$ cat src/rtl/tlb_entry_file_pkg.sv
// Shared types for the TLB entry file: entry image, probe index and op encodings.
package tlb_entry_file_pkg;

   localparam int unsigned TLB_ENTRIES_NUM = 16;
   localparam int unsigned TLB_IDX_W       = $clog2(TLB_ENTRIES_NUM);
   localparam int unsigned VPN2_W          = 19;
   localparam int unsigned ASID_W          = 8;
   localparam int unsigned MASK_W          = 16;
   localparam int unsigned PFN_W           = 20;

   localparam logic [1:0] OP_TLBWI = 2'b00;
   localparam logic [1:0] OP_TLBWR = 2'b01;
   localparam logic [1:0] OP_TLBP  = 2'b10;
   localparam logic [1:0] OP_TLBR  = 2'b11;

   typedef struct packed {
      logic [VPN2_W-1:0] vpn2;
      logic [ASID_W-1:0] asid;
      logic              g;
      logic [MASK_W-1:0] pagemask;
   } tlb_compsec_t;

   typedef struct packed {
      logic [PFN_W-1:0] pfn;
      logic [2:0]       c;
      logic             d;
      logic             v;
   } tlb_transec_t;

   typedef struct packed {
      tlb_compsec_t       compsec;
      tlb_transec_t [1:0] transec;
   } tlb_entry_t;

   typedef struct packed {
      logic                 p;
      logic [TLB_IDX_W-1:0] idx;
   } tlb_index_t;

endpackage

$ cat src/rtl/tlb_entry_file.sv
// TLB entry array with CP0 TLBWI/TLBWR/TLBR/TLBP execution and the Random register.
// Entries are registered; writes reach the lookup networks the cycle after accept.
module tlb_entry_file
   import tlb_entry_file_pkg::*;
#(
   parameter  int unsigned ENTRIES = TLB_ENTRIES_NUM,
   localparam int unsigned IDX_W   = $clog2(ENTRIES)
) (
   input  logic             clk,
   input  logic             resetn,
   input  logic             op_valid,
   input  logic [1:0]       op,
   output logic             op_ready,
   input  logic [IDX_W-1:0] op_index,
   input  tlb_entry_t       wr_entry,
   input  logic [IDX_W-1:0] wired,
   input  logic             wired_we,
   output tlb_entry_t       entries [ENTRIES],
   output logic [IDX_W-1:0] random,
   output logic             done,
   output tlb_entry_t       rd_entry,
   output tlb_index_t       probe_index
);

   localparam logic [IDX_W-1:0] RANDOM_TOP = IDX_W'(ENTRIES - 1);

   typedef enum logic [1:0] {S_IDLE, S_PROBE, S_DONE} state_t;

   state_t              state, state_next;
   logic                do_wi, do_wr, do_rd, do_key, do_probe;
   logic                idx_ok;
   logic [VPN2_W-1:0]   key_vpn2;
   logic [ASID_W-1:0]   key_asid;
   logic                hit;
   logic [TLB_IDX_W-1:0] hit_idx;
   logic [VPN2_W-1:0]   vmask;
   logic [IDX_W-1:0]    random_next;

   // Indices past the array (non-power-of-2 ENTRIES) neither write nor read.
   assign idx_ok = 32'(op_index) < ENTRIES;

   always_ff @(posedge clk or negedge resetn) begin
      if (!resetn) state <= S_IDLE;
      else         state <= state_next;
   end

   always_comb begin
      state_next = state;
      do_wi      = 1'b0;
      do_wr      = 1'b0;
      do_rd      = 1'b0;
      do_key     = 1'b0;
      do_probe   = 1'b0;
      unique case (state)
         S_IDLE: begin
            if (op_valid) begin
               unique case (op)
                  OP_TLBWI: begin do_wi  = 1'b1; state_next = S_DONE;  end
                  OP_TLBWR: begin do_wr  = 1'b1; state_next = S_DONE;  end
                  OP_TLBR:  begin do_rd  = 1'b1; state_next = S_DONE;  end
                  OP_TLBP:  begin do_key = 1'b1; state_next = S_PROBE; end
                  default:  state_next = S_IDLE;
               endcase
            end
         end
         S_PROBE: begin
            do_probe   = 1'b1;
            state_next = S_DONE;
         end
         S_DONE:  state_next = S_IDLE;
         default: state_next = S_IDLE;
      endcase
   end

   // Random wraps to the top at Wired (or zero) and is pinned there when Wired covers it.
   always_comb begin
      random_next = random - IDX_W'(1);
      if (wired_we || (wired >= RANDOM_TOP) || (random <= wired) || (random == '0))
         random_next = RANDOM_TOP;
   end

   // Probe compare against the stored array; later indices override earlier hits.
   always_comb begin
      hit     = 1'b0;
      hit_idx = '0;
      vmask   = '0;
      for (int i = 0; i < ENTRIES; i++) begin
         vmask = ~{{(VPN2_W - MASK_W){1'b1}}, entries[i].compsec.pagemask};
         if ((((entries[i].compsec.vpn2 ^ key_vpn2) & vmask) == '0) &&
             (entries[i].compsec.g || (entries[i].compsec.asid == key_asid))) begin
            hit     = 1'b1;
            hit_idx = TLB_IDX_W'(i);
         end
      end
   end

   always_ff @(posedge clk or negedge resetn) begin
      if (!resetn) begin
         for (int i = 0; i < ENTRIES; i++) entries[i] <= '0;
         random      <= RANDOM_TOP;
         done        <= 1'b0;
         op_ready    <= 1'b1;
         rd_entry    <= '0;
         probe_index <= {1'b1, TLB_IDX_W'(0)};
         key_vpn2    <= '0;
         key_asid    <= '0;
      end else begin
         random   <= random_next;
         done     <= (state_next == S_DONE);
         op_ready <= (state_next == S_IDLE);
         if (do_wi && idx_ok) entries[op_index] <= wr_entry;
         if (do_wr)           entries[random]   <= wr_entry;
         if (do_rd)           rd_entry <= idx_ok ? entries[op_index] : '0;
         if (do_key) begin
            key_vpn2 <= wr_entry.compsec.vpn2;
            key_asid <= wr_entry.compsec.asid;
         end
         if (do_probe) probe_index <= hit ? {1'b0, hit_idx} : {1'b1, TLB_IDX_W'(0)};
      end
   end

endmodule

$ cat config.mk
export PLATFORM = sky130hd
export DESIGN_NAME = tlb_entry_file
export DESIGN_NICKNAME = d
export VERILOG_FILES = /design/src/rtl/tlb_entry_file_pkg.sv /design/src/rtl/tlb_entry_file.sv
export SDC_FILE = /design/constraint.sdc
export NUM_CORES = 2
export LEC_CHECK = 0
export CAP_MARGIN = 20
export CORE_AREA = 10 10 669 671
export CTS_CLUSTER_SIZE = 28
export DETAILED_ROUTE_END_ITERATION = 12
export DIE_AREA = 0 0 679 681
export PLACE_DENSITY = 0.38
export SYNTH_ARGS = -nofsm -noshare
export SYNTH_HDL_FRONTEND = slang
export SYNTH_SLANG_ARGS = --single-unit
$ cat constraint.sdc
create_clock -name clk -period 6 [get_ports clk]
set_input_delay 1.2 -clock clk [delete_from_list [all_inputs] [get_ports clk]]
set_output_delay 1.2 -clock clk [all_outputs]
set_load 0.05 [all_outputs]
==> metrics.md <==
| Metric | Value |
|---|---|
| Unique cell type count in the Yosys netlist | `44` |
| Worst-case clock buffer depth | `4` |
| Relative max-transition margin | `9.024%` |
| TritonCTS buffer count | `215` |
| H-tree depth | `4` |
| Clock root buffer master | `clkbuf_16` |
| Compound-cell area share of the yosys netlist | `1.491%` |
| Clock edge transition at the registers on the reported setup and hold paths | `0.06 ns` |
| Hold Buf Count CTS | `0` |
| Period utilisation layout | `75.29%` |
| Largest family of logic cells by synthesized area | `multiplexers` |
| Most area-hungry cell type in the Yosys netlist | `dfrtp_1` |
| Post-synth net total | `5041` |
| HP Class | `in -> async` |
| Unrepaired setup endpoints after global routing | `no` |
| Gates resized, CTS repair | `0` |
| Maximum clock rate | `0.2214 GHz` |
| Setup Viol. Count Final | `0` |
| Synth top area share | `52.69%` |
| Syn Inst Count | `4925` |
| Peak ir drop on the vdd network | `0.0002666 V` |
| # port buffers | `1716` |
| Shortest clock period the worst path allows after layout | `4.517 ns` |
| Crit path arrival time | `5.35 ns` |
| Post-detailed-routing wire length | `525600 um` |
| Most frequent standard cell in the layout excluding fill and tap cells | `clkdlybuf4s50_1` |
| Vert. Die Dim | `681 um` |
| Layout cells sized above 1 | `26.65%` |
| Avg Inst Size Synth | `15.71 sq um` |
| Power per standard cell area | `426.3 mW/mm^2` |
| Initial DRC count | `4084` |
| Die outline area | `0.4624 sq mm` |
| Leading register cell type out of synthesis | `dfrtp_1` |
| Post-synthesis cell area | `0.07737 sq mm` |
| Simple-gate share of the synthesized area | `1.436%` |
| Number of top-level pins | `1717` |
| Depth of the worst register-to-register path | `9` |
| Antenna violations before repair | `66` |
| Largest net degree at the start of global routing | `161` |
| Critical path cell sequence | `buf_4 -> xnor2_1 -> o22ai_1 -> nor4_1 -> nand3_1 -> and4_1 -> and4bb_1 -> nand2b_1 -> o21ai_1` |
| Global routing usage on met2 | `39.82%` |
| Worst path slowest cell | `xnor2_1` |
| Synth-to-Final Area Change | `41.66%` |
| Worst slew pin tran | `1.365 ns` |
| Kind of start point of the critical path | `flop` |
| Static Leakage | `45.89 nW` |
| Setup TNS | `0 ns` |
| Final hold slack | `0.2624 ns` |
| Worst setup endpoint | `probe_index[1]$_DFFE_PN0N_` |
| Internal reg-to-reg setup slack | `1.48 ns` |
| Delay of the slowest critical-path stage | `1.06 ns` |
| R2R Path End | `probe_index[1]$_DFFE_PN0N_` |
| Multiplexer area fraction after synthesis | `36.94%` |
| Worst setup startpoint | `key_vpn2[14]$_DFFE_PN0P_` |
| Placeable core region | `0.4336 sq mm` |
| Vias in the first global route | `59678` |
| Number of flops mapped to enable cells by yosys | `0` |
| Area share of fa/ha/maj cells after synthesis | `0.1294%` |
| Share of async-settable or async-resettable flops after synthesis | `100.0%` |
| Number of buffers inserted to repair setup after CTS | `0` |
| Setup Skew | `0.08211 ns` |
| Type of the setup path with the least slack | `reg -> reg` |
| Run status | `finished, final reports clean` |
| Global-route layer with the greatest usage | `met2` |
| Number of antenna-violating nets in the routed design | `0` |
| Fraction of the yosys area taken by sequential cells | `52.89%` |
| Xor/xnor cell area share of the yosys netlist | `4.370%` |
| Insertion delay to the later sink of the worst-skew pair | `0.98 ns` |
| Worst reg2reg path startpoint | `key_vpn2[14]$_DFFE_PN0P_` |
| Max Fanout on Critical Path | `17` |
| Floorplan row count | `242` |
| Yosys warns | `0` |
| Wire length of the first global-routing pass | `678000 um` |
| Count of final hold-check violations | `0` |
| Crit path capture type | `flop` |
| Top cells by area in the synthesized netlist | `dfrtp_1 (53%), mux4_2 (14%), mux2_1 (12%), mux2_2 (11%), xnor2_1 (3.9%)` |
| Clock tree sinks | `1635` |
| Worst EP required | `6.83 ns` |
| Grt met1 use | `23.29%` |
| CTS tree | `yes` |
| Horizontal die dimension | `679 um` |
| Detailed-router iteration count before antenna repair | `7` |
| Number of max-slew violations in the final report | `0` |
| Grt ovf | `0` |
| Routed via count divided by cell count | `4.475` |
| Starting utilization of the core area | `17.84%` |
| Gpl congestion | `0.8515` |
| Met3 layer usage reported by global route | `5.642%` |
| Max-capacitance violation count | `0` |
| Vias post-DR | `56183` |
| Layout net count | `6742` |
| Number of register bits inferred by synthesis | `1635` |
| Number of DRC violations after detailed routing | `0` |
| Total global-route track usage | `21.88%` |
| HPWL after DPL | `404000 um` |
| Routed WL per cell | `41.86 um` |
| Commonest non-fill, non-tap cells in the layout | `clkdlybuf4s50_1 (1697), dfrtp_1 (1629), mux2_1 (840)` |
## synth_stat cells, types with 4 or more instances
library cell / n
dfrtp_1: 1629
mux2_1: 840
mux2_2: 758
mux4_2: 470
xnor2_1: 342
buf_2: 199
clkbuf_1: 165
o22ai_1: 139
nand2_1: 94
xor2_1: 44
buf_4: 43
nor4_1: 34
nor2_1: 27
nand4_1: 26
buf_6: 13
nand2b_1: 12
o211ai_1: 12
or4_1: 10
a21oi_1: 9
ha_1: 8
dfstp_2: 6
inv_1: 5
nor3_1: 5
buf_1: 4
o22ai_2: 4
## logic make-up (layout without fill, tap and decap cells)
family	count (synthesis)	count (layout)
mux	2068	2068
xor+xnor	386	386
simple gates	221	221
fa+ha+maj	8	8
flops	1635	1635
other cells	0	24
compound gates	177	177
buf+inv	430	2303
## power breakdown
part,internal [mW],switching [mW]
Clock,7.94,5.62
Combinational,5.77,12.0
Sequential,12.8,2.61
## stage by stage
| stage | total power, mW | util [%] | std cells | setup slack, ns | instance area (sq um) |
|---|---|---|---|---|---|
| final | 46.72 | 25.28 | 12556 | 1.483 | 109600 |
| after global routing | 48.13 | 25.27 | 12540 | 1.660 | 109600 |
| after CTS | 47.43 | 25.25 | 12530 | 1.466 | 109500 |
| after detailed placement | 33.54 | 23.59 | 12141 | 1.110 | 102300 |
| after global placement | 33.44 | 23.53 | 12128 | 1.025 | 102000 |
| after floorplan | 24.17 | - | 4925 | 2.786 | 77370 |
## final cells by class
| type | count | area, sq um |
|---|---|---|
| multi-input combinational | 2860 | 34630 |
| clock buffer | 336 | 6467 |
| timing repair buffer | 1908 | 19570 |
| antenna | 24 | 60.06 |
| fill | 44984 | 324000 |
| tap | 5734 | 7174 |
| inverter | 6 | 22.52 |
| sequential | 1635 | 40920 |
| clock inverter | 53 | 753.2 |
## flip-flops by register name (all words and copies together), names as in the netlist
register     cells
done             1
random           4
key_vpn2        16
op_ready         1
state            2
key_asid         8
entries       1504
probe_index      5
rd_entry        94
## how the worst min path moves through the flow
| stage | startpoint | to | slack, ns | depth (start not counted) |
|---|---|---|---|---|
| 2_1_floorplan | state[1]$_DFF_PN0_ | done$_DFF_PN0_ | 0.46 | 1 |
| 3_3_place_gp | key_vpn2[8]$_DFFE_PN0P_ | key_vpn2[8]$_DFFE_PN0P_ | 0.46 | 2 |
| 3_5_place_dp | key_vpn2[8]$_DFFE_PN0P_ | key_vpn2[8]$_DFFE_PN0P_ | 0.46 | 2 |
| 4_1_cts | resetn | entries[817]$_DFF_PN0_ | 0.26 | 1 |
| 5_1_grt | resetn | rd_entry[80]$_DFFE_PN0P_ | 0.24 | 1 |
| 6_report | resetn | entries[1017]$_DFF_PN0_ | 0.26 | 1 |
## critical path: cells and delay by family, from the launching register on
kind            cells  cell delay (ns)
simple gates        5             1.93
xor+xnor            1             1.06
compound gates      2             0.76
flops               1             0.36
buf+inv             1             0.25
## layer usage
metal	vias to the layer above	part of all wire [%]
met5	-	0.014
met4	10	6.3
met3	606	6.7
met2	2290	52
met1	31313	35
li1	21964	-
No activity file was read; power rests on OpenSTA's default activity.
